$ cat config.mk
export PLATFORM = sky130hd
export DESIGN_NAME = multiplier
export DESIGN_NICKNAME = d
export VERILOG_FILES = /design/src/rtl/mult_pkg.sv /design/src/rtl/mult_digit_step.sv /design/src/rtl/multiplier.sv
export SDC_FILE = /design/constraint.sdc
export NUM_CORES = 1
export LEC_CHECK = 0
export CAP_MARGIN = 20
export CORE_MARGIN = 10
export CORE_UTILIZATION = 45
export DETAILED_ROUTE_END_ITERATION = 6
export PLACE_DENSITY_LB_ADDON = 0.1
export SLEW_MARGIN = 30
export SYNTH_ARGS = -nofsm -noshare
export SYNTH_HDL_FRONTEND = slang
export SYNTH_HIERARCHICAL = 1
export SYNTH_SLANG_ARGS = --single-unit
$ cat constraint.sdc
create_clock -name clk -period 9.9 [get_ports clk]
set_input_delay 1.98 -clock clk [delete_from_list [all_inputs] [get_ports clk]]
set_output_delay 1.98 -clock clk [all_outputs]
set_load 0.01 [all_outputs]
$ cat src/rtl/mult_pkg.sv
// Shared constants and state type for the sequential radix-16 multiplier.
package mult_pkg;

  localparam int unsigned WIDTH = 32;
  localparam int unsigned DIGIT = 4;
  localparam int unsigned STEPS = 8;

  typedef enum logic {
    StIdle,
    StRun
  } mult_state_e;

endpackage

$ cat src/rtl/mult_digit_step.sv
// One radix-16 step: adds extended multiplicand times a 4-bit digit to the
// 37-bit signed accumulator high part. The digit is signed only for the top
// digit of a signed multiplier.
module mult_digit_step
  import mult_pkg::*;
(
  input  logic [WIDTH+4:0] acc_hi,
  input  logic [WIDTH:0]   a_ext,
  input  logic [DIGIT-1:0] digit,
  input  logic             digit_signed,
  output logic [WIDTH+4:0] sum
);

  logic [DIGIT:0]   digit_ext;
  logic [WIDTH+4:0] a_sx;
  logic [WIDTH+4:0] d_sx;
  logic [WIDTH+4:0] prod;

  // Sign-extend both factors to the full sum width so the product is exact.
  always_comb begin
    digit_ext = {digit_signed & digit[DIGIT-1], digit};
    a_sx      = {{4{a_ext[WIDTH]}}, a_ext};
    d_sx      = {{(WIDTH + 5 - DIGIT - 1){digit_ext[DIGIT]}}, digit_ext};
    prod      = a_sx * d_sx;
    sum       = acc_hi + prod;
  end

endmodule

$ cat src/rtl/multiplier.sv
// Sequential 32x32 multiplier for MUL/MULH/MULHU/MULHSU, one 4-bit digit of
// the multiplier per clock, 8 cycles per operation.
// Optional feature macro: MULT_DONE_EN adds a one-cycle 'done' pulse output.
module multiplier
  import mult_pkg::*;
(
  input  logic             clk,
  input  logic             reset,
  input  logic [WIDTH-1:0] a,
  input  logic [WIDTH-1:0] b,
  input  logic             ua,
  input  logic             ub,
  input  logic             hm,
  input  logic             load,
  output logic             busy,
  output logic [WIDTH-1:0] out
`ifdef MULT_DONE_EN
  ,
  output logic             done
`endif
);

  mult_state_e      state_q;
  logic [2:0]       cnt_q;
  logic [WIDTH:0]   a_ext_q;
  logic [WIDTH-1:0] b_q;
  logic             ub_q;
  logic             hm_q;
  // High part kept 33 bits wide so unsigned x unsigned partials never overflow.
  logic [WIDTH:0]   acc_hi_q;
  logic [WIDTH-1:0] acc_lo_q;
  logic [WIDTH-1:0] out_q;
  logic             busy_q;

  logic [WIDTH+4:0] acc_hi_sx;
  logic [WIDTH+4:0] step_sum;
  logic             last_step;
  logic [WIDTH:0]   next_hi;
  logic [WIDTH-1:0] next_lo;

  // Step datapath: current digit is always the low nibble of the shifting b_q.
  always_comb begin
    acc_hi_sx = {{4{acc_hi_q[WIDTH]}}, acc_hi_q};
    last_step = (cnt_q == 3'(STEPS - 1));
    next_hi   = step_sum[WIDTH+4:DIGIT];
    next_lo   = {step_sum[DIGIT-1:0], acc_lo_q[WIDTH-1:DIGIT]};
  end

  mult_digit_step u_step (
    .acc_hi       (acc_hi_sx),
    .a_ext        (a_ext_q),
    .digit        (b_q[DIGIT-1:0]),
    .digit_signed (last_step & ~ub_q),
    .sum          (step_sum)
  );

  // Control FSM, operand capture, accumulator and result register.
  always_ff @(posedge clk or negedge reset) begin
    if (!reset) begin
      state_q  <= StIdle;
      cnt_q    <= '0;
      a_ext_q  <= '0;
      b_q      <= '0;
      ub_q     <= 1'b0;
      hm_q     <= 1'b0;
      acc_hi_q <= '0;
      acc_lo_q <= '0;
      out_q    <= '0;
      busy_q   <= 1'b0;
`ifdef MULT_DONE_EN
      done     <= 1'b0;
`endif
    end else begin
`ifdef MULT_DONE_EN
      done <= 1'b0;
`endif
      unique case (state_q)
        StIdle: begin
          if (load) begin
            a_ext_q  <= {~ua & a[WIDTH-1], a};
            b_q      <= b;
            ub_q     <= ub;
            hm_q     <= hm;
            acc_hi_q <= '0;
            acc_lo_q <= '0;
            cnt_q    <= '0;
            busy_q   <= 1'b1;
            state_q  <= StRun;
          end
        end
        StRun: begin
          acc_hi_q <= next_hi;
          acc_lo_q <= next_lo;
          b_q      <= b_q >> DIGIT;
          cnt_q    <= cnt_q + 3'd1;
          if (last_step) begin
            out_q   <= hm_q ? next_hi[WIDTH-1:0] : next_lo;
            busy_q  <= 1'b0;
            state_q <= StIdle;
`ifdef MULT_DONE_EN
            done    <= 1'b1;
`endif
          end
        end
        default: state_q <= StIdle;
      endcase
    end
  end

  assign busy = busy_q;
  assign out  = out_q;

endmodule

# After elaboration in Yosys (flattened, before gate mapping)
# Cells that the tools add are included.
[op_classes]
n_addsub = 2
mul = 1
eq_ne = 3
muxes = 15
bitwise = 6
n_reduce_logical = 3
[op_table]
columns = ["op", "n"]
rows = [
  ["one-hot mux 32 bit (2 select lines)", 2],
  ["2-to-1 mux 32 bit", 3],
  ["one-hot mux 33 bit (2 select lines)", 1],
  ["adder 37 bit", 1],
  ["multiplier 33 x 5 -> 37 bit", 1],
  ["2-to-1 mux 33 bit", 1],
  ["one-hot mux 3 bit (2 select lines)", 1],
  ["AND reduction 2 bit", 3],
  ["2-to-1 mux 1 bit", 4],
  ["one-hot mux 1 bit (2 select lines)", 2],
  ["adder 3 x 1 -> 3 bit, second input constant", 1],
  ["AND 1 bit", 3],
  ["== test 3 bit, second input constant", 1],
  ["2-to-1 mux 3 bit", 1],
  ["NOT 1 bit", 3],
  ["inequality test 2 x 1 -> 1 bit, second input constant", 1],
  ["inequality test 2 bit, second input constant", 1],
]
[word_totals]
regBits = 169
out_inout_bits = 33
elab_cells = 40

# Logic depth before layout (Yosys ltp)
# Gate-level depths: netlist of the first run.
[logic_depth]
ltp_word = 6
depth_mapped = 23

# Hierarchy
# The synthesis of the first run kept the hierarchy.
[modules_own_cells]
columns = ["module", "instances", "cells_each", "area_per_inst_um2", "seq_area_each_um2"]
rows = [
  ["multiplier", 1, 568, 6950.4, 4129.0],
  ["mult_digit_step", 1, 801, 6774.0, 0.0],
]

# Worst setup path after synthesis of the first run
# Ideal clock, no wire load.
[synth_timing]
path_kind = "register to register"
start = "register cnt_q[0]"
end = "register acc_hi_q[32]"
t_arrival_ns = 5.531
required_time_ns = 9.779
path_slack_ns = 4.248
stages_incl_launch_ff = 20
n_path_buf = 0
path_cell_list = "dfrtp_1 > ha_1 > ha_1 > nor2b_1 > nand2_1 > or2_2 > fa_1 > fa_1 > inv_1 > fa_1 > fa_1 > ha_1 > a21o_1 > and4_4 > a311o_4 > a211o_1 > o211a_1 > o211a_1 > a311o_1 > a22o_1"
[synth_via]
elab_chain_cells = 6
[synth_lines]
columns = ["item", "line", "rtl"]
rows = [
  ["start, declared", "multiplier.sv:24", "logic [2:0] cnt_q;"],
  ["start signal, assigned", "multiplier.sv:95", "cnt_q <= cnt_q + 3'd1;"],
  ["== test 3 bit", "multiplier.sv:44", "last_step = (cnt_q == 3'(STEPS - 1));"],
  ["AND 1 bit", "multiplier.sv:53", ".digit_signed (last_step & ~ub_q),"],
  ["AND 1 bit", "mult_digit_step.sv:21", "digit_ext = {digit_signed & digit[DIGIT-1], digit};"],
  ["multiplier 33 x 5 -> 37 bit", "mult_digit_step.sv:24", "prod = a_sx * d_sx;"],
  ["adder 37 bit", "mult_digit_step.sv:25", "sum = acc_hi + prod;"],
  ["via step_sum[36]", "multiplier.sv:36", "logic [WIDTH+4:0] step_sum;"],
  ["one-hot mux 33 bit (2 select lines)", "multiplier.sv:77", "unique case (state_q)"],
  ["end signal, assigned", "multiplier.sv:92", "acc_hi_q <= next_hi;"],
  ["end, declared", "multiplier.sv:30", "logic [WIDTH:0] acc_hi_q;"],
]
# The timed path passes the listed nets, and every way through them passes these cells.
# A chain may end at the register's enable or synchronous reset.

# Final worst setup path of the first run
[layout_timing]
start = "register cnt_q[0]"
end = "register out_q[21], in the netlist out[21]"
[layout_via]
elab_chain_cells = 6
[layout_lines]
columns = ["item", "line", "rtl"]
rows = [
  ["== test 3 bit", "multiplier.sv:44", ""],
  ["AND 1 bit", "multiplier.sv:53", ""],
  ["AND 1 bit", "mult_digit_step.sv:21", ""],
  ["multiplier 33 x 5 -> 37 bit", "mult_digit_step.sv:24", ""],
  ["adder 37 bit", "mult_digit_step.sv:25", ""],
  ["via step_sum[25]", "multiplier.sv:36", ""],
  ["2-to-1 mux 32 bit", "multiplier.sv:97", "out_q <= hm_q ? next_hi[WIDTH-1:0] : next_lo;"],
  ["end signal, assigned", "multiplier.sv:97", ""],
  ["end, declared", "multiplier.sv:32", "logic [WIDTH-1:0] out_q;"],
]
# The timed path passes the listed nets, and every way through them passes these cells.

==> flow_metrics.env, run 1 <==
export IMPL_synthTopCellsByArea="dfrtp_1, fa_1, ha_1"
export IMPL_syn_nets=1649
export IMPL_post_synth_top_count_cell="inv_1"
export IMPL_synth_compound_area_share_pct=12.1
export IMPL_ys_ff_latch=165
export IMPL_cp_startpoint="cnt_q[0]"
export IMPL_firstDrtPassIters=4
export IMPL_gp_congestion=0.826
export IMPL_final_hold_viol_count=0
export IMPL_rows=63
export IMPL_final_core_util_pct=52.2
export IMPL_period_needed_ns=6.33
export IMPL_die_h_um=195
export IMPL_post_route_period_util_pct=64.0
export IMPL_cp_cell_sequence="ha_1 > ha_1 > nor2b_1 > nand2_1 > buf_4 > or2_2 > fa_1 > fa_1 > inv_1 > fa_1 > fa_1 > fa_1 > a21o_1 > a221oi_2 > o21ai_1 > a2111oi_2 > o21ai_1 > o31ai_2 > xnor2_1 > mux2i_1 > a21oi_1"
export IMPL_critPathCaptureType="register"
export IMPL_async_flop_share_pct=100
export IMPL_grt_pass1_vias=10379
export IMPL_critPathMaxFanout=33
export IMPL_cts_root_buf="clkbuf_16"
export IMPL_max_freq_mhz=158
export IMPL_hold_start="b_q[10]"
export IMPL_ys_warn_count=6
export IMPL_hold_class="register to register"
export IMPL_synth_top_family_by_area="adder cells"
export IMPL_antenna_found_initial=0
export IMPL_cp_arrival_ns=6.70
export IMPL_grt_start_max_net_pins=81
export IMPL_die_width_um=195
export IMPL_layout_nets=1713
export IMPL_synth_seq_area_share_pct=30.1
export IMPL_cts_repair_resized=0
export IMPL_synthXorXnorAreaFrac_pct=2.23
export IMPL_skew_ns=0.00836
export IMPL_rsz0062_at_grt="no"
export IMPL_cp_slowest_cell="fa_1"
export IMPL_drv_cap=0
export IMPL_netlist_area_um2=13700
export IMPL_synthMuxAreaShare_pct=8.58
export IMPL_globalRouteOverflowTotal=0
export IMPL_portBuffers=102
export IMPL_path_common_cell="fa_1"
export IMPL_hold_ws_ns=0.484
export IMPL_reg2reg_depth=21
export IMPL_cts_setup_buffers=0
export IMPL_ys_types=60
export IMPL_pre_cts_ws_ns=3.62
export IMPL_ys_flop_type="dfrtp_1"
export IMPL_drv_slew=0
export IMPL_diodes=0
export IMPL_holdPathStages=2
export IMPL_hold_path_endpoint="b_q[6]"
export IMPL_rr_startpoint="cnt_q[0]"
export IMPL_r2r_setup_slack_ns=3.57
export IMPL_core_um2=29900
export IMPL_dp_hpwl_um=25200
export IMPL_syn_inst=1369
export IMPL_vias=9831
export IMPL_finalSetupViolCount=0
export IMPL_clock_sinks=165
export IMPL_clockBufferDepth=2
export IMPL_avgRoutedWirePerCell_um=18.9
export IMPL_drive_above_1_share_pct=6.92
export IMPL_worstSetupStartpointType="register"
export IMPL_cts_clk_slew_worst_paths_ns=0.07
export IMPL_drt_total_wl_um=34700
export IMPL_max_stage_delay_ns=0.54
export IMPL_critical_path_class="register to register"
export IMPL_initial_core_util_pct=45.9
export IMPL_outcome="finished clean"
export IMPL_htree_levels=4
export IMPL_synth_top_area_share_pct=30.1
export IMPL_synth_avg_cell_area_um2=10.0
export IMPL_rr_endpoint="out[21]"
export IMPL_syn2layout_area_growth_pct=13.6
export IMPL_grt_first_pass_wirelength_um=57800
export IMPL_drt_iter0_markers=590
export IMPL_ant_nets=0
export IMPL_worstPathRequired_ns=10.27
export IMPL_grt_usage_pct=18.8
export IMPL_clk_latency_ns=0.44
export IMPL_drc_errors=0
export IMPL_die_area_um2=37900
export IMPL_cts_tree="built"
export IMPL_slew_headroom_pct=43.3
export IMPL_yosys_top_cells_count="inv_1, dfrtp_1, fa_1"
export IMPL_tns_ns=0
export IMPL_synth_adder_area_share_pct=26.5
export IMPL_synth_simple_area_share_pct=13.1
export IMPL_synth_edf_count=0
export IMPL_vias_per_cell=5.35
export IMPL_cts_hold_buf=0
export IMPL_synth_top_area_cell="dfrtp_1"
export IMPL_ios=103
export IMPL_worstMarginPinSlew_ns=0.850
export IMPL_numCtsBuffers=17
export IMPL_setup_ws_ns=3.57
-- through the flow --
stage	area, µm²	std cells
finish	15600	1836
CTS	15600	1836
global placement	15000	1804
global route	15600	1836
floorplan	13700	1369
detailed placement	15000	1804
-- logic make-up after synthesis --
group	Yosys count
buffers and inverters	248
adders and majority gates	210
AOI/OAI and AO/OA	265
DFF	165
xor gates and xnor gates	35
and+or+nand+nor	344
muxes	102
-- registers in the layout, summed over array words and instances (netlist names) --
register,count
state_q,1
a_ext_q,33
out,32
b_q,32
acc_lo_q,28
hm_q,1
acc_hi_q,33
ub_q,1
busy,1
cnt_q,3
-- how the worst max path moves through the flow --
stage	cells past startpoint	endpoint	slack (ns)
final	21	out[21]	3.57
after global routing	21	out[21]	3.20
after CTS	21	out[21]	3.57
after detailed placement	21	out[21]	3.62
after global placement	21	out[21]	3.71
after floorplan	19	acc_hi_q[32]	4.25
-- layout make-up --
class / instances / area [µm²]
sequential: 165 / 4140
timing repair buffer: 114 / 1110
clock buffer: 19 / 443
fill: 2798 / 14300
multi-input combinational: 956 / 8580
clock inverter: 13 / 164
inverter: 179 / 672
tap: 390 / 488
-- cells in the final DEF, fill, tap and decap left out, types with 35 or more instances in the layout --
cell type        synthesis  routed
dfrtp_1                165     162
o21ai_0                 80      80
fa_1                   134     134
and2_1                 127     126
ha_1                    76      76
nor2_1                  57      57
mux2i_1                 67      67
nand2_1                 85      85
clkdlybuf4s50_1          0     100
a21oi_1                 93      93
inv_1                  179     179
a22o_1                  35      35
-- worst max-delay path: cells and delay by family, from the launching register on --
family                   cells  cell delay [ns]
AND/OR/NAND/NOR              3             0.59
buffers and inverters        2             0.32
AO/OA/AOI/OAI                7             1.77
XOR/XNOR                     1             0.18
multiplexers                 1             0.11
adder cells (fa/ha/maj)      7             2.90
flip-flops                   1             0.37
-- per-layer routing --
| layer | global-route usage, % | share of wire, % | routed length [µm] | up-vias |
|---|---|---|---|---|
| met5 | 0 | 0 | 0 | - |
| met2 | 28.6 | 45 | 15700 | 210 |
| met4 | 4.32 | 1.3 | 456 | 0 |
| met1 | 26.3 | 48 | 16700 | 4981 |
| li1 | - | - | - | 4610 |
| met3 | 4.73 | 5.3 | 1840 | 30 |
Power of run 1 is not shown: default switching activity piles up to over one toggle a cycle in this logic, so the estimate is an artifact.
==> inputs of run 2 (changes only) <==
==> constraint.sdc (replaced) <==
create_clock -name clk -period 5.21 [get_ports clk]
set_input_delay 1.042 -clock clk [delete_from_list [all_inputs] [get_ports clk]]
set_output_delay 1.042 -clock clk [all_outputs]
set_load 0.01 [all_outputs]
==> run 2 against run 1 <==
Compared with the run above:
- the flow now finishes with violations (setup timing)
- global-route usage up 1.1 points
- maximum frequency up 13%
- register-to-register slack worse by 4.0 ns
- clock skew up 0.0019 ns
- cell area up 14%
- utilization up 7.2 points
- non-clock buffer count up 142
- worst setup slack worse by 4.0 ns
- count of clock-buffer cells in the layout down 1
- final cell count up 7.7%
- critical path type unchanged
- largest cell class unchanged
==> flow_metrics.env, run 2 (synthesis results as in run 1) <==
export IMPL_outcome="complete, but fails checks"
export IMPL_violations="setup timing"
export IMPL_drt_iter0_markers=604
export IMPL_worstSetupStartpointType="register"
export IMPL_post_route_period_util_pct=107
export IMPL_finalSetupViolCount=45
export IMPL_worstMarginPinSlew_ns=0.851
export IMPL_cts_tree="built"
export IMPL_period_needed_ns=5.59
export IMPL_htree_levels=4
export IMPL_dp_hpwl_um=27500
export IMPL_gp_congestion=0.923
export IMPL_firstDrtPassIters=5
export IMPL_critical_path_class="register to register"
export IMPL_vias_per_cell=5.26
export IMPL_critPathMaxFanout=4
export IMPL_hold_ws_ns=0.484
export IMPL_layout_nets=1855
export IMPL_placed_cells=1917
export IMPL_path_buf_inv=1
export IMPL_initial_core_util_pct=45.9
export IMPL_clock_sinks=165
export IMPL_portBuffers=102
export IMPL_numCtsBuffers=17
export IMPL_ant_nets=0
export IMPL_grt_first_pass_wirelength_um=61200
export IMPL_skew_ns=0.0103
export IMPL_drc_errors=0
export IMPL_cp_arrival_ns=5.93
export IMPL_worstPathRequired_ns=5.55
export IMPL_drive_above_1_share_pct=21.9
export IMPL_rsz0062_at_grt="yes"
export IMPL_diodes=0
export IMPL_critPathCaptureType="register"
export IMPL_die_width_um=195
export IMPL_cp_cell_sequence="ha_4 > ha_4 > nor2b_4 > nand2_4 > or2_4 > fa_1 > fa_1 > inv_1 > fa_1 > fa_1 > ha_1 > a21o_1 > and4_4 > a311o_4 > a211o_1 > o211a_1 > o211a_1 > a311o_1 > a22o_1"
export IMPL_die_h_um=195
export IMPL_globalRouteOverflowTotal=0
export IMPL_final_hold_viol_count=0
export IMPL_setup_ws_ns=-0.385
export IMPL_crit_family="adder cells"
export IMPL_reg_top3="a_ext_q: 33 flops, acc_hi_q: 33 flops"
export IMPL_max_freq_mhz=179
export IMPL_syn2layout_area_growth_pct=29.4
export IMPL_max_stage_delay_ns=0.49
export IMPL_cp_slowest_cell="fa_1"
export IMPL_cts_root_buf="clkbuf_16"
export IMPL_clockBufferDepth=2
export IMPL_avgRoutedWirePerCell_um=18.9
export IMPL_rows=63
export IMPL_core_um2=29900
export IMPL_finalNonFillerCells=1978
export IMPL_hold_class="register to register"
export IMPL_clk_latency_ns=0.45
export IMPL_ios=103
export IMPL_drv_cap=0
export IMPL_mostFrequentLayoutCells="inv_1, dfrtp_1, fa_1"
export IMPL_drv_slew=0
export IMPL_path_common_cell="fa_1"
export IMPL_drt_total_wl_um=37500
export IMPL_grt_usage_pct=19.9
export IMPL_grt_pass1_vias=11079
export IMPL_antenna_found_initial=0
export IMPL_mostFrequentLayoutCell="inv_1"
export IMPL_grt_start_max_net_pins=100
export IMPL_die_area_um2=37900
export IMPL_cts_clk_slew_worst_paths_ns=0.07
export IMPL_vias=10413
export IMPL_slew_headroom_pct=43.3
-- run 2: changes by cell type in the layout (fill, tap and decap cells not counted), sizes merged --
cell	before	now
inv	186	188
bufinv	2	3
clkbuf	19	18
buf	14	156
clkinv	4	2
-- run 2: final timing paths --
check | start | to | slack [ns] | cells after the start
max | cnt_q[1] | acc_hi_q[32] | -0.38 | 19
min | b_q[29] | b_q[25] | 0.48 | 2
max reg2reg | cnt_q[1] | acc_hi_q[32] | -0.38 | 19
min reg2reg | b_q[29] | b_q[25] | 0.48 | 2
max in group asynchronous | reset | hm_q | 3.62 | 2
min in group asynchronous | reset | a_ext_q[5] | 0.61 | 1
-- run 2: per-stage QoR --
step,setup TNS [ns],worst slack [ns],utilization [%],area (µm²)
2_1_floorplan,-0.221,-0.193,-,13800
3_3_place_gp,-11.23,-0.437,53.4,15900
3_5_place_dp,-15.60,-0.530,53.4,15900
4_1_cts,-8.53,-0.367,57.8,17300
5_1_grt,-16.60,-0.533,59.5,17800
6_report,-8.13,-0.385,59.5,17800
-- run 2: tightest hold or removal path, stage by stage (launching register included) --
cell	delay (ns)
dfrtp_1	0.35
nand2_1	0.05
o21ai_0	0.06
-- run 2: what timing repair did --
action	in CTS	in global routing
hold buffers	0	0
gates resized for setup	96	76
setup endpoints to repair	52	54
setup buffers	19	16
pin swaps	58	51
-- run 2: metal layers --
metal / GRT usage [%] / part of all wire (%) / up-vias
li1: - / - / 4889
met1: 27.1 / 46 / 5295
met2: 32.1 / 48 / 207
met3: 4.32 / 4.7 / 22
met4: 3.61 / 0.93 / 0
met5: 0 / 0 / -
-- run 2: area by class of cell --
type,instances,area [µm²]
Timing Repair Buffer,256,2300
Clock buffer,18,439
Inverter,179,672
Clock inverter,14,201
Fill cell,2562,12100
Multi-Input combinational cell,956,9520
Tap cell,390,488
Sequential cell,165,4130
Power of run 2 is left out for the same reason.
